$ cat src/rtl/fmsubsample_pkg.sv
// ---------------------------------------------------------------------------
// fmsubsample_pkg
//
// Shared definitions for the feature-map crop/subsample stage:
//   - cfg_addr_e   : geometry register map addressed by wa
//   - stream_bits  : byte-aligned tdata width for a given beat payload
//   - fold_bits    : fold counter width (at least one bit)
//
// The per-dimension geometry struct is declared inside the top module, where
// the counter widths are known.
// ---------------------------------------------------------------------------
package fmsubsample_pkg;

  localparam int CFG_ADDR_BITS = 3;
  localparam int CFG_DATA_BITS = 32;

  // Geometry register map. X occupies 0..3 and Y 4..7 with the same layout.
  typedef enum logic [CFG_ADDR_BITS-1:0] {
    X_START  = 3'd0,
    X_STOP   = 3'd1,  // inclusive
    X_END    = 3'd2,  // input width - 1
    X_STRIDE = 3'd3,
    Y_START  = 3'd4,
    Y_STOP   = 3'd5,
    Y_END    = 3'd6,
    Y_STRIDE = 3'd7
  } cfg_addr_e;

  // tdata width: SIMD elements rounded up to whole bytes.
  function automatic int stream_bits(input int simd, input int elem_bits);
    return 8 * (1 + (simd * elem_bits - 1) / 8);
  endfunction

  // A single-beat pixel still gets a one-bit fold counter that never moves.
  function automatic int fold_bits(input int folds);
    return (folds > 1) ? $clog2(folds) : 1;
  endfunction

endpackage

$ cat src/rtl/fmsubsample_dim_ctr.sv
// ---------------------------------------------------------------------------
// fmsubsample_dim_ctr
//
// One spatial dimension (column or row) of the crop/subsample window.
// Tracks the pixel position and the stride phase, and reports whether the
// current position is kept and whether it is the last position of the line.
//
// Ports:
//   clk, rst    clock, asynchronous active-high reset
//   advance     move to the next position (one pulse per pixel / per line)
//   cfg_start   first kept position
//   cfg_stop    last kept position (inclusive)
//   cfg_last    last position of the dimension (size - 1)
//   cfg_stride  keep every cfg_stride-th position from cfg_start; 0 acts as 1
//   wrap        current position is cfg_last (the next advance wraps to 0)
//   keep        current position lies in the window and on the stride grid
//
// wrap and keep are decoded from registered state only, so the keep decision
// for a beat never depends on the beat's own data or handshake.
// ---------------------------------------------------------------------------
module fmsubsample_dim_ctr #(
  parameter int W = 8
) (
  input  logic         clk,
  input  logic         rst,
  input  logic         advance,
  input  logic [W-1:0] cfg_start,
  input  logic [W-1:0] cfg_stop,
  input  logic [W-1:0] cfg_last,
  input  logic [W-1:0] cfg_stride,
  output logic         wrap,
  output logic         keep
);

  logic [W-1:0] pos;
  logic [W-1:0] ph;
  logic [W-1:0] pos_next;
  logic [W-1:0] ph_next;
  logic [W-1:0] ph_last;

  // NOTE: every signal assigned in always_comb gets a value on every path
  // (here each one is assigned unconditionally or on both branches), so no
  // latch can be inferred.
  always_comb begin
    ph_last  = (cfg_stride == '0) ? '0 : cfg_stride - W'(1);
    wrap     = (pos == cfg_last);
    pos_next = wrap ? '0 : pos + W'(1);

    // The phase re-anchors whenever the next position is the window start,
    // so every line (and every image) begins its stride grid at cfg_start.
    if (pos_next == cfg_start) begin
      ph_next = '0;
    end else if (ph == ph_last) begin
      ph_next = '0;
    end else begin
      ph_next = ph + W'(1);
    end

    keep = (pos >= cfg_start) && (pos <= cfg_stop) && (ph == '0);
  end

  // NOTE: sequential state is updated with non-blocking assignments so every
  // flop samples the pre-edge values regardless of statement order.
  always_ff @(posedge clk or posedge rst) begin
    if (rst) begin
      pos <= '0;
      ph  <= '0;
    end else if (advance) begin
      pos <= pos_next;
      ph  <= ph_next;
    end
  end

endmodule

$ cat src/rtl/fmsubsample_axi.sv
// ---------------------------------------------------------------------------
// fmsubsample_axi
//
// Crop/subsample stage for an AXI-Stream pixel stream. Each pixel arrives as
// NUM_CHANNELS/SIMD beats; pixels inside the configured X/Y window and on the
// configured X/Y stride grid are forwarded unchanged, all other beats are
// accepted and discarded.
//
// Ports:
//   ap_clk, ap_rst   clock, asynchronous active-high reset
//   we, wa, wd       geometry register write (see cfg_addr_e); wd is
//                    truncated to the target field width
//   s_axis_*         input stream (tready, tvalid, tdata)
//   m_axis_*         output stream, driven from a single output register
//
// Geometry registers are written before or during reset (or at an image
// boundary); changing them mid-image gives undefined output.
// ---------------------------------------------------------------------------
module fmsubsample_axi
  import fmsubsample_pkg::*;
#(
  parameter int XCOUNTER_BITS = 8,
  parameter int YCOUNTER_BITS = 8,
  parameter int NUM_CHANNELS  = 4,
  parameter int SIMD          = 2,
  parameter int ELEM_BITS     = 4,
  parameter int STREAM_BITS   = stream_bits(SIMD, ELEM_BITS)
) (
  input  logic                     ap_clk,
  input  logic                     ap_rst,

  input  logic                     we,
  input  logic [CFG_ADDR_BITS-1:0] wa,
  input  logic [CFG_DATA_BITS-1:0] wd,

  output logic                     s_axis_tready,
  input  logic                     s_axis_tvalid,
  input  logic [STREAM_BITS-1:0]   s_axis_tdata,

  input  logic                     m_axis_tready,
  output logic                     m_axis_tvalid,
  output logic [STREAM_BITS-1:0]   m_axis_tdata
);

  localparam int FOLDS     = NUM_CHANNELS / SIMD;
  localparam int FOLD_BITS = fold_bits(FOLDS);
  localparam logic [FOLD_BITS-1:0] FOLD_LAST = FOLD_BITS'(FOLDS - 1);

  // Per-dimension geometry; 'last' holds the End field (size - 1).
  typedef struct packed {
    logic [XCOUNTER_BITS-1:0] start;
    logic [XCOUNTER_BITS-1:0] stop;
    logic [XCOUNTER_BITS-1:0] last;
    logic [XCOUNTER_BITS-1:0] stride;
  } x_cfg_t;

  typedef struct packed {
    logic [YCOUNTER_BITS-1:0] start;
    logic [YCOUNTER_BITS-1:0] stop;
    logic [YCOUNTER_BITS-1:0] last;
    logic [YCOUNTER_BITS-1:0] stride;
  } y_cfg_t;

  x_cfg_t cfg_x;
  y_cfg_t cfg_y;

  logic [FOLD_BITS-1:0] fold;
  logic                 fold_last;
  logic                 s_fire;
  logic                 out_free;
  logic                 keep;
  logic                 x_keep;
  logic                 y_keep;
  logic                 x_wrap;
  logic                 x_advance;
  logic                 y_advance;
  logic                 unused_y_wrap;
  logic                 unused_wd;

  // Upper wd bits are deliberately discarded by truncation.
  assign unused_wd = ^wd;

  // -------------------------------------------------------------------------
  // Geometry registers
  // -------------------------------------------------------------------------
  // NOTE: the geometry registers are plain configuration storage with no
  // reset: they must survive ap_rst, and software may load them while reset
  // is held.
  always_ff @(posedge ap_clk) begin
    if (we) begin
      case (cfg_addr_e'(wa))
        X_START:  cfg_x.start  <= wd[XCOUNTER_BITS-1:0];
        X_STOP:   cfg_x.stop   <= wd[XCOUNTER_BITS-1:0];
        X_END:    cfg_x.last   <= wd[XCOUNTER_BITS-1:0];
        X_STRIDE: cfg_x.stride <= wd[XCOUNTER_BITS-1:0];
        Y_START:  cfg_y.start  <= wd[YCOUNTER_BITS-1:0];
        Y_STOP:   cfg_y.stop   <= wd[YCOUNTER_BITS-1:0];
        Y_END:    cfg_y.last   <= wd[YCOUNTER_BITS-1:0];
        Y_STRIDE: cfg_y.stride <= wd[YCOUNTER_BITS-1:0];
      endcase
    end
  end

  // -------------------------------------------------------------------------
  // Fold counter: beats within one pixel
  // -------------------------------------------------------------------------
  assign fold_last = (fold == FOLD_LAST);

  always_ff @(posedge ap_clk or posedge ap_rst) begin
    if (ap_rst) begin
      fold <= '0;
    end else if (s_fire) begin
      fold <= fold_last ? '0 : fold + FOLD_BITS'(1);
    end
  end

  // -------------------------------------------------------------------------
  // Column and row position / phase tracking
  // -------------------------------------------------------------------------
  // Columns step once per pixel (after its last beat); rows step when the
  // column counter wraps.
  assign x_advance = s_fire && fold_last;
  assign y_advance = x_advance && x_wrap;

  fmsubsample_dim_ctr #(
    .W (XCOUNTER_BITS)
  ) u_x_ctr (
    .clk        (ap_clk),
    .rst        (ap_rst),
    .advance    (x_advance),
    .cfg_start  (cfg_x.start),
    .cfg_stop   (cfg_x.stop),
    .cfg_last   (cfg_x.last),
    .cfg_stride (cfg_x.stride),
    .wrap       (x_wrap),
    .keep       (x_keep)
  );

  fmsubsample_dim_ctr #(
    .W (YCOUNTER_BITS)
  ) u_y_ctr (
    .clk        (ap_clk),
    .rst        (ap_rst),
    .advance    (y_advance),
    .cfg_start  (cfg_y.start),
    .cfg_stop   (cfg_y.stop),
    .cfg_last   (cfg_y.last),
    .cfg_stride (cfg_y.stride),
    .wrap       (unused_y_wrap),
    .keep       (y_keep)
  );

  // -------------------------------------------------------------------------
  // Input handshake and output register
  // -------------------------------------------------------------------------
  // keep is decoded from counter state, so the whole pixel's beats share one
  // decision. Dropped beats are always accepted; kept beats wait only for the
  // output register to be empty or draining this cycle.
  assign keep          = x_keep && y_keep;
  assign out_free      = !m_axis_tvalid || m_axis_tready;
  assign s_axis_tready = keep ? out_free : 1'b1;
  assign s_fire        = s_axis_tvalid && s_axis_tready;

  always_ff @(posedge ap_clk or posedge ap_rst) begin
    if (ap_rst) begin
      m_axis_tvalid <= 1'b0;
      m_axis_tdata  <= '0;
    end else if (s_fire && keep) begin
      // Also covers drain-and-reload in the same cycle.
      m_axis_tvalid <= 1'b1;
      m_axis_tdata  <= s_axis_tdata;
    end else if (m_axis_tready) begin
      m_axis_tvalid <= 1'b0;
    end
  end

endmodule

$ cat config.mk
export PLATFORM = sky130hd
export DESIGN_NAME = fmsubsample_axi
export DESIGN_NICKNAME = d
export VERILOG_FILES = /design/src/rtl/fmsubsample_pkg.sv /design/src/rtl/fmsubsample_dim_ctr.sv /design/src/rtl/fmsubsample_axi.sv
export SDC_FILE = /design/constraint.sdc
export NUM_CORES = 1
export LEC_CHECK = 0
export BUFFER_PORTS_ARGS = -buffer_cell sky130_fd_sc_hd__buf_2
export CAP_MARGIN = 20
export CORE_UTILIZATION = 30
export CTS_CLUSTER_DIAMETER = 100
export CTS_CLUSTER_SIZE = 40
export DETAILED_ROUTE_END_ITERATION = 7
export SLEW_MARGIN = 20
export SYNTH_ARGS = -nofsm -noshare
export SYNTH_HDL_FRONTEND = slang
export SYNTH_HIERARCHICAL = 1
export SYNTH_SLANG_ARGS = --single-unit
$ cat constraint.sdc
create_clock -name ap_clk -period 10.8 [get_ports ap_clk]
set_clock_uncertainty 0.2 [all_clocks]
set_input_delay 0.54 -clock ap_clk [delete_from_list [all_inputs] [get_ports ap_clk]]
set_output_delay 0.54 -clock ap_clk [all_outputs]
set_load 0.03 [all_outputs]
==> flow_summary.toml <==
[status]
run_status = "finished with violations"
violations_in_the_final_reports = "negative hold slack"

[die]
die-width_um = 148
die_h_um = 148
core-area_um2 = 21000
num_rows = 53
die_area_um2 = 21900
initial_util_pct = 30.5
num_io_pins = 58

[cts]
path_clk_slew_ns = 0.08
tritoncts_num_sinks = 106
cts_resized = 0
postCtsSetupRepairBufs = 0
clkLatencyLatePin_ns = 0.35
htree_levels = 3
clock_buffer_count_from_cts = 9
ctsHoldBuffers = 0
clk_root_buffer_cell = "clkbuf_16"
cts_tree = "built"
maximum_count_of_clock_buffers_along_a_single_path = 2

[drt]
detailroute.via_count = 4536
route.detailed.wl_per_inst_um = 15.0
drt-initial-drc-count = 246
routed_wl_um = 13800
drtAntennaViolNets = 0
drcViolationCount = 0
firstDrtPassIters = 5
vias_per_cell = 4.94

[placement]
detailedPlace.worstSlack_ns = 6.62
numPortBuffers = 33
dp_hpwl_um = 9850
finalWeightedCongestion = 0.803
placedCellCount = 903

[setup_path]
crit_path_start_kind = "flip-flop"
critical_path.reg2reg.startpoint = "u_y_ctr/pos[0]"
path_cells = "inv_1 > ha_1 > nand2b_1 > a21o_1 > a21o_1 > a21o_1 > a21o_1 > a21oi_1 > o21ai_0 > and3_1 > nand4b_1 > and3_1 > buf_4 > and2_1 > buf_4 > or3b_2 > a21o_1 > o21ai_0"
timing.critical_path.required_ns = 10.88
worst_setup_path_end_kind = "flip-flop"
r2r_cell_count = 18
timing.setup.critical_path_class = "flip-flop to flip-flop"
critical_path.max_stage_delay_ns = 0.51
timing.rr.end = "u_y_ctr/ph[6]"
arrival_ns = 4.24
worst_path_most_repeated_cell = "a21o_1"
cpMaxStageDelayCell = "dfrtp_1"
worst-r2r-setup-slack_ns = 6.64
critPathMaxFanout = 29

[synthesis]
share_of_synthesized_flip_flops_with_an_asynchronous_set_or_reset_pct = 39.6
ys_warn_count = 6
netlist.area_leader.share_pct = 30.1
mappedNetlistNets = 706
synth_cell_type_count = 55
synth.ff_latch_count = 106
postSynthAreaPerCell_um2 = 10.3
synth_top_area_cell = "edfxtp_1"
synthFlopType = "edfxtp_1"
synth.cell_area_um2 = 6390
postSynthCellCount = 618
cell_types_with_the_largest_area_share_after_synthesis = "edfxtp_1, dfrtp_1, ha_1, xnor2_1, o21ai_0"
count_of_flip_flops_with_a_built_in_enable_after_synthesis = 64
synth_sequential_area_ratio_pct = 46.5

[pwr]
comb_power_share_pct = 20.5
power_leakage_nw = 3.06
internal_power_uw = 783
power_share_of_the_clock_group_pct = 32.6
vdd_ir_drop_max_mv = 0.0840
swShare_pct = 30.5
power.net_switching_uw = 343
pwr-share-seq_pct = 46.8
powerDensity_nw_per_um2 = 158

[cells_and_area]
final.fill_count = 2134
post_route_cells_drive_above_1_share_pct = 12.1
non_filler_cells_final = 919
syn2layout_area_growth_pct = 11.7
finalNetCount = 727
total_inserted_antenna_cells = 0

[timing]
tns_ns = 0
final_hold_viol_count = 1
timing.final.crit_period_ns = 4.16
slew-limit-headroom_pct = 49.9
achievable-frequency_ghz = 0.240
final_worst_path_period_share_pct = 38.5
final.hold.worst_slack_ns = -0.0000304
timing_worst_slew_pin_value_ns = 0.748
finalMaxSlewViolations = 0
setup_viol = 0
unrepaired_setup_endpoints_after_global_routing = "no"
final.setup.worst_slack_ns = 6.64

[grt]
globalRouteOverflowTotal = 0
grt_pass1_wl_um = 22800
pin_count_of_the_biggest_net_entering_global_routing = 30
grt.total_usage_pct = 13.4
initial_antenna_violation_count = 0
via_count_of_the_first_global_routing_pass = 4329

[hold_path]
worstHoldPathType = "primary input to async pin"

[run]
max_cap_viol_count = 0
[critical path: cells and delay by family, from the launching register on]
kind | cells | cell delay [ns]
and+or+nand+nor | 6 | 1.27
adders and majority gates | 1 | 0.28
AOI/OAI and AO/OA | 8 | 1.14
buffers and inverters | 3 | 0.68
DFF | 1 | 0.51
[layer usage]
| layer | track usage (%) | vias up | wire length [µm] |
|---|---|---|---|
| met5 | 0 | - | 0 |
| met4 | 3.66 | 0 | 140 |
| met3 | 2.56 | 8 | 511 |
| met2 | 21.0 | 80 | 6330 |
| met1 | 18.9 | 2155 | 6790 |
| li1 | - | 2293 | - |
[flip-flops by register name (all words and copies together), names as in the netlist]
register,cells
m_axis_tdata,8
u_x_ctr/ph,8
fold,1
u_y_ctr/pos,8
cfg_x,32
u_x_ctr/pos,8
u_y_ctr/ph,8
m_axis_tvalid,1
cfg_y,32
[synthesized netlist by cell type, drive strengths merged, types with 5 or more instances]
library cell and count:
edfxtp 64, ha 40, o22ai 10, nor4 6, xnor2 31, mux2 10, dfrtp 42, o31ai 8
inv 55, clkbuf 22, nand2b 16, a21oi 16, nor3 20, nor2b 7, nand4 6, mux2i 6
nor2 28, nand2 44, a21o 20, nand3 27, xor2 8, o21ai 44, buf 5, and3 19
[cell families after synthesis]
group | count (synthesis) | synth area share (%)
AND/OR/NAND/NOR | 201 | 17.4
AO/OA/AOI/OAI | 132 | 13.6
flip-flops | 106 | 46.5
buffers and inverters | 82 | 5.29
XOR/XNOR | 41 | 6.05
adder cells (fa/ha/maj) | 40 | 7.84
multiplexers | 16 | 3.29
[power by group through the flow]
stage / combinational (mW) / clock, mW / sequential [mW]
finish: 0.232 / 0.367 / 0.528
global route: 0.265 / 0.391 / 0.535
CTS: 0.233 / 0.375 / 0.528
detailed placement: 0.230 / 0 / 0.537
global placement: 0.224 / 0 / 0.537
floorplan: 0.203 / 0 / 0.499
[cells in the final DEF (no fill, tap or decap), drive strengths merged, types with 4 or more instances in the layout]
cell type,instances
ha,40
o31ai,8
xor2,8
edfxtp,64
o311ai,4
and4,4
a21o,20
a31oi,4
or4,4
nand2b,16
dfrtp,42
o21ai,44
and3,19
a22oi,4
nor2b,7
nand3,27
o22ai,10
a211o,4
clkbuf,9
mux2,10
nor3b,4
nor3,20
nor4,6
xnor2,31
nand4,6
mux2i,6
inv,58
nor2,28
buf,37
a21oi,16
or3b,4
nand2,44
[worst max-delay path by stage]
stage / start / end / cells past startpoint / slack (ns)
finish: u_y_ctr/pos[0] / u_y_ctr/ph[6] / 18 / 6.64
global route: u_x_ctr/pos[0] / u_y_ctr/ph[6] / 18 / 6.39
CTS: u_x_ctr/pos[0] / u_y_ctr/ph[6] / 18 / 6.61
detailed placement: u_y_ctr/pos[0] / u_y_ctr/ph[6] / 18 / 6.62
global placement: u_y_ctr/pos[0] / u_y_ctr/ph[5] / 18 / 6.63
floorplan: u_y_ctr/pos[0] / u_y_ctr/ph[6] / 17 / 7.07
[per-stage QoR]
step | utilization, % | total power, mW | cell area [µm²]
2_1_floorplan | - | 0.701 | 6390
3_3_place_gp | 32.4 | 0.761 | 6800
3_5_place_dp | 32.4 | 0.767 | 6800
4_1_cts | 34.0 | 1.14 | 7130
5_1_grt | 34.0 | 1.19 | 7130
6_report | 34.0 | 1.13 | 7130
[cell type report]
cell class / count / area [µm²] / area share (%)
multi-input combinational: 430 / 3080 / 43.1
clock inverter: 7 / 111 / 1.56
clock buffer: 9 / 225 / 3.16
inverter: 55 / 206 / 2.89
tap: 275 / 344 / 4.82
sequential: 106 / 2970 / 41.7
timing repair buffer: 37 / 195 / 2.74
Note: power is estimated with default switching activity, not from simulation.
